### config.mk
export PLATFORM = sky130hd
export DESIGN_NAME = uart_rx_core
export DESIGN_NICKNAME = d
export VERILOG_FILES = /design/src/rtl/uart_rx_core.sv
export SDC_FILE = /design/constraint.sdc
export NUM_CORES = 1
export LEC_CHECK = 0
export ABC_AREA = 0
export CAP_MARGIN = 0
export CORE_ASPECT_RATIO = 1.4
export CORE_UTILIZATION = 35
export CTS_CLUSTER_SIZE = 16
export DETAILED_ROUTE_END_ITERATION = 7
export PLACE_DENSITY = 0.53
export SLEW_MARGIN = 20
export SYNTH_ARGS = -nofsm -noshare
export SYNTH_HDL_FRONTEND = slang
export SYNTH_SLANG_ARGS = --single-unit
### constraint.sdc
create_clock -name CLK -period 1.8 [get_ports CLK]
set_clock_uncertainty 0.05 [all_clocks]
set_input_delay 0.54 -clock CLK [delete_from_list [all_inputs] [get_ports CLK]]
set_output_delay 0.54 -clock CLK [all_outputs]
set_load 0.1 [all_outputs]
### src/rtl/uart_rx_core.sv
// uart_rx_core
// -----------------------------------------------------------------------------
// 16x-oversampling UART receiver. It consumes the 16x baud enable from the
// clock generator and deserialises RX, LSB first, into a byte. It supports 7 or
// 8 data bits, optional even/odd parity and one stop bit. Each finished frame
// goes into a one-deep holding register that the APB wrapper reads.
//
// Parameters
//   SYNC_STAGES  number of CLK flops that synchronise RX (2..3)
//   FILTER_EN    1: 3-sample majority filter on ticks, 0: plain tick sample
//
// Ports
//   CLK           system clock, all logic on the rising edge
//   RESET         synchronous active-high reset
//   baud_clock    one-CLK-wide 16x baud enable ("tick")
//   RX            asynchronous serial input, idle high
//   bit8          1 = 8 data bits, 0 = 7 data bits
//   parity_en     1 = a parity bit follows the data bits
//   odd_n_even    1 = odd parity, 0 = even parity
//   read_rx_byte  one-CLK pulse: host consumed rx_byte
//   rx_byte       held data (bit7 = 0 in 7-bit mode)
//   receive_full  rx_byte holds unread data
//   parity_err    parity error on the held byte
//   overflow      a frame completed while receive_full was set
//   framing_err   one-CLK pulse when the stop bit was sampled low
// -----------------------------------------------------------------------------
module uart_rx_core #(
    parameter int SYNC_STAGES = 2,
    parameter bit FILTER_EN   = 1'b1
) (
    input  logic       CLK,
    input  logic       RESET,
    input  logic       baud_clock,
    input  logic       RX,
    input  logic       bit8,
    input  logic       parity_en,
    input  logic       odd_n_even,
    input  logic       read_rx_byte,
    output logic [7:0] rx_byte,
    output logic       receive_full,
    output logic       parity_err,
    output logic       overflow,
    output logic       framing_err
);

    typedef enum logic [2:0] {
        S_IDLE,
        S_START,
        S_DATA,
        S_PARITY,
        S_STOP
    } state_t;

    // ------------------------------------------------------------------
    // RX synchroniser and tick-rate filter
    // ------------------------------------------------------------------
    logic [SYNC_STAGES-1:0] sync_q;
    logic                   rx_sync;
    logic [2:0]             samp_q;
    logic                   rx_filt;

    always_ff @(posedge CLK) begin
        if (RESET) begin
            sync_q <= '1;
        end else begin
            sync_q <= {sync_q[SYNC_STAGES-2:0], RX};
        end
    end

    assign rx_sync = sync_q[SYNC_STAGES-1];

    // The sample history moves only on ticks, so the filter rejects glitches
    // shorter than about one tick period.
    always_ff @(posedge CLK) begin
        if (RESET) begin
            samp_q <= 3'b111;
        end else if (baud_clock) begin
            samp_q <= {samp_q[1:0], rx_sync};
        end
    end

    assign rx_filt = FILTER_EN ? ((samp_q[0] & samp_q[1]) |
                                  (samp_q[0] & samp_q[2]) |
                                  (samp_q[1] & samp_q[2]))
                               : samp_q[0];

    // ------------------------------------------------------------------
    // Frame state machine
    // ------------------------------------------------------------------
    state_t     state;
    logic       armed;
    logic [3:0] tick_cnt;
    logic [2:0] bit_cnt;
    logic [7:0] shift_q;
    logic       par_bit;
    logic       cfg_bit8;
    logic       cfg_par_en;
    logic       cfg_odd;
    logic [2:0] last_bit;

    // Completion hand-off. The FSM captures the finished frame on the
    // stop-bit tick. The holding register picks it up on the next edge, so
    // the FSM may start a new frame at once without disturbing it.
    logic       done_q;
    logic [7:0] frame_q;
    logic       frame_perr_q;

    assign last_bit = cfg_bit8 ? 3'd7 : 3'd6;

    always_ff @(posedge CLK) begin
        if (RESET) begin
            state        <= S_IDLE;
            armed        <= 1'b0;
            tick_cnt     <= 4'd0;
            bit_cnt      <= 3'd0;
            shift_q      <= 8'h00;
            par_bit      <= 1'b0;
            cfg_bit8     <= 1'b0;
            cfg_par_en   <= 1'b0;
            cfg_odd      <= 1'b0;
            done_q       <= 1'b0;
            frame_q      <= 8'h00;
            frame_perr_q <= 1'b0;
            framing_err  <= 1'b0;
        end else begin
            done_q      <= 1'b0;
            framing_err <= 1'b0;
            if (baud_clock) begin
                // The line must be seen high before the next start is
                // accepted. A held-low line (break) therefore gives one
                // frame only.
                if (rx_filt) begin
                    armed <= 1'b1;
                end
                if (state != S_IDLE) begin
                    tick_cnt <= tick_cnt + 4'd1;
                end
                case (state)
                    S_IDLE: begin
                        if (armed && !rx_filt) begin
                            state      <= S_START;
                            armed      <= 1'b0;
                            tick_cnt   <= 4'd0;
                            bit_cnt    <= 3'd0;
                            shift_q    <= 8'h00;
                            par_bit    <= 1'b0;
                            // Config is frozen for the whole frame.
                            cfg_bit8   <= bit8;
                            cfg_par_en <= parity_en;
                            cfg_odd    <= odd_n_even;
                        end
                    end
                    S_START: begin
                        if (tick_cnt == 4'd7) begin
                            if (!rx_filt) begin
                                state    <= S_DATA;
                                tick_cnt <= 4'd0;
                            end else begin
                                // The line went back high by mid-bit, so
                                // this was a false start.
                                state <= S_IDLE;
                            end
                        end
                    end
                    S_DATA: begin
                        if (tick_cnt == 4'd15) begin
                            shift_q[bit_cnt] <= rx_filt;
                            bit_cnt          <= bit_cnt + 3'd1;
                            if (bit_cnt == last_bit) begin
                                state <= cfg_par_en ? S_PARITY : S_STOP;
                            end
                        end
                    end
                    S_PARITY: begin
                        if (tick_cnt == 4'd15) begin
                            par_bit <= rx_filt;
                            state   <= S_STOP;
                        end
                    end
                    S_STOP: begin
                        if (tick_cnt == 4'd15) begin
                            framing_err  <= ~rx_filt;
                            done_q       <= 1'b1;
                            frame_q      <= shift_q;
                            // In 7-bit mode shift_q[7] is still 0, so the
                            // XOR covers exactly the received data bits.
                            frame_perr_q <= cfg_par_en & (^shift_q ^ par_bit ^ cfg_odd);
                            state        <= S_IDLE;
                        end
                    end
                    default: state <= S_IDLE;
                endcase
            end
        end
    end

    // ------------------------------------------------------------------
    // Holding register
    // ------------------------------------------------------------------
    always_ff @(posedge CLK) begin
        if (RESET) begin
            rx_byte      <= 8'h00;
            receive_full <= 1'b0;
            parity_err   <= 1'b0;
            overflow     <= 1'b0;
        end else if (done_q) begin
            if (!receive_full || read_rx_byte) begin
                // A read in the completion cycle frees the slot for the
                // new byte. It also retires any earlier overflow.
                rx_byte      <= frame_q;
                receive_full <= 1'b1;
                parity_err   <= frame_perr_q;
                overflow     <= 1'b0;
            end else begin
                overflow <= 1'b1;
            end
        end else if (read_rx_byte && receive_full) begin
            receive_full <= 1'b0;
            parity_err   <= 1'b0;
            overflow     <= 1'b0;
        end
    end

endmodule

==> reports/metrics.csv <==
metric,value,unit
yosys_warnings,0,
cts_sinks,50,
seq_area,0.00101,mm²
final_area,0.00316,mm²
avgSynthCellArea,8.61,µm²
worstPathRequired,1.95,ns
insertion_delay,0.30,ns
cp_max_fo,10,
fin_setup_tns,-0.0640,ns
hold_path_class,reg2reg,
clkTransAtPathRegs,0.09,ns
finalSetupViolations,5,
powerDensity,578,mW/mm²
criticalPathCategory,reg2reg,
synth_top_area_cell,dfxtp_1,
synth.distinct_cells,60,
placed_area,0.00297,mm²
rsz0062_at_grt,true,
fillers,608,
cts_hold_buf,0,
grt_overflow,0,
antenna_found_initial,0,
critPathBufInv,1,
synthCells,272,
synth.cell_area,0.00234,mm²
arrival,1.97,ns
final_cell_mix,"nand2_1, dfxtp_1, buf_4",
wl_per_cell,12.5,µm
finalCritPeriodShare,1.01,
synth_nets,282,
cts-root-buf,clkbuf_8,
hold_ws,0.367,ns
start_util,0.370,
syn_to_final_growth,34.7,%
ys_seq_area_frac,0.427,
htreeDepth,2,
dp_slack,-0.609,ns
cp_slowest_cell,dfxtp_2,
num_vias,1999,
cts_buffers,5,
failed_checks,"DRC, setup timing",
antenna_cells,0,
synth-edff-count,0,
drive_gt1_frac,0.285,
vias_per_cell,5.02,
layoutNonFillerInstCount,398,
clockBufferDepth,2,
core-area,0.00634,mm²
drc,2,
status,"complete, but fails checks",
hold_path_depth,1,
gr-usage-all-layers,0.152,
nNetsFinal,335,
leakage,1.16,nW
r2r_start,samp_q[0]$_SDFFE_PP1P_,
dieArea,0.00703,mm²
cts_tree,yes,
layout_commonest_cell,nand2_1,
relSlewSlack,0.713,
synth_top_area_frac,0.427,
min_to,sync_q[1]$_SDFF_PP1_,
reg2regPathDepth,6,
dr.pass1.iters,6,
dp_hpwl,3730,µm
min_from,sync_q[0]$_SDFF_PP1_,
die_h,98.8,µm
final_max_slew_viol_count,0,
multi_input_area,0.00129,mm²
grt_pass1_vias,1968,
synth_flop_cell,dfxtp_1,
hold_viol_final,0,
critPathTopFamily,compound AO/OA/AOI/OAI gates,
period_needed,1.82,ns
ant_nets,0,
wl,4990,µm
fmax,550,MHz
portBuffers,19,
tightest_slew,0.429,ns
async_reset_ff_frac,0,
routabilityCongestion,0.780,
ys_top_cells_by_area,"dfxtp_1, nand2_1, a21oi_1",
critPathLaunchType,flop,
final_core_util,0.498,
maxCapViolations,0,
cp-end-kind,flop,
drt_iter0_drc,57,
power,1.82,mW
io_pins,20,
r2r_end,shift_q[1]$_SDFFE_PP0P_,
slowest_delay,0.33,ns
synth_seq_cells,50,
ir_drop,0.308,mV
crit_path_cell_trace,"maj3_2, or2_4, a221oi_4, buf_6, nand2_1, a32o_1",
place_inst,386,
rows,34,
grt_start_max_net_pins,20,
r2r_slack,-0.02,ns
die_w,71.1,µm
worst_slack,-0.0179,ns
grt_pass1_wl,8630,µm
power breakdown:
part	internal, mW	total (mW)	switching (mW)
combinational	0.0295	0.0613	0.0317
clock	0.278	0.654	0.375
sequential	1.11	1.11	0.00185
total	1.42	1.82	0.409
cells by family after synthesis:
logic type	after synthesis	synth area share
buf+inv	25	0.0443
fa+ha+maj	3	0.0155
xor+xnor	12	0.0507
simple gates	114	0.235
compound gates	60	0.193
flops	50	0.427
mux	8	0.0347
cells in the mapped netlist (2+ instances only):
cell type   n
nor3_1      6
dfxtp_1    50
nand3b_1    3
ha_1        2
o22ai_1     3
or4_1       2
nand3_1    13
nand2b_1    2
and3_1      3
a21boi_0    4
o32ai_1     3
xnor2_1     6
inv_1       7
mux2i_1     7
a21oi_1    22
nor3b_1     2
nand4_1     2
nand2_1    51
or3_1       3
buf_1       3
xor2_1      5
o21ai_0     6
nor2_1     15
clkbuf_1   11
a32o_1      4
or2_2       3
worst max-delay path by stage:
stage	from	endpoint	slack [ns]	cells after the start
after floorplan	samp_q[0]$_SDFFE_PP1P_	shift_q[6]$_SDFFE_PP0P_	-0.02	6
after CTS	samp_q[0]$_SDFFE_PP1P_	shift_q[1]$_SDFFE_PP0P_	-0.02	6
after global placement	baud_clock	shift_q[4]$_SDFFE_PP0P_	-0.58	6
after detailed placement	baud_clock	shift_q[1]$_SDFFE_PP0P_	-0.61	7
after global routing	samp_q[0]$_SDFFE_PP1P_	shift_q[4]$_SDFFE_PP0P_	-0.07	5
final	samp_q[0]$_SDFFE_PP1P_	shift_q[1]$_SDFFE_PP0P_	-0.02	6
per-layer routing:
metal  vias up  GRT usage  part of all wire  wire, µm
met2        30      0.288              0.53      2630
met5         -          0                 0         0
li1       1056          -                 -         -
met4         0     0.0554             0.014        70
met1       907      0.167              0.43      2160
met3         6     0.0256             0.024       120
worst register-to-register path, stage by stage (launching register included):
cell and delay (ns):
dfxtp_2 0.33, maj3_2 0.33, or2_4 0.25, a221oi_4 0.28
buf_6 0.18, nand2_1 0.06, a32o_1 0.25
cell type report:
cell class,count,area share
Multi-Input combinational cell,197,0.410
Sequential cell,50,0.320
Timing Repair Buffer,63,0.203
Tap cell,72,0.0285
Clock buffer,5,0.0218
Inverter,8,0.00952
Clock inverter,3,0.00753
flip-flops by register name, indices dropped and copies added, names as in the netlist:
name and count:
samp_q 3, rx_byte 8, bit_cnt 3, cfg_par_en 1, parity_err 1, tick_cnt 4
par_bit 1, overflow 1, done_q 1, receive_full 1, shift_q 8, framing_err 1
frame_q 8, armed 1, state 3, frame_perr_q 1, cfg_odd 1, sync_q 2
cfg_bit8 1
timing repair:
item,CTS,global route
hold endpoints to repair,0,0
setup endpoints to repair,17,20
resized for setup,7,16
pin swaps,0,3
buffers inserted,0,4
Note: power is estimated with default switching activity, not from simulation.
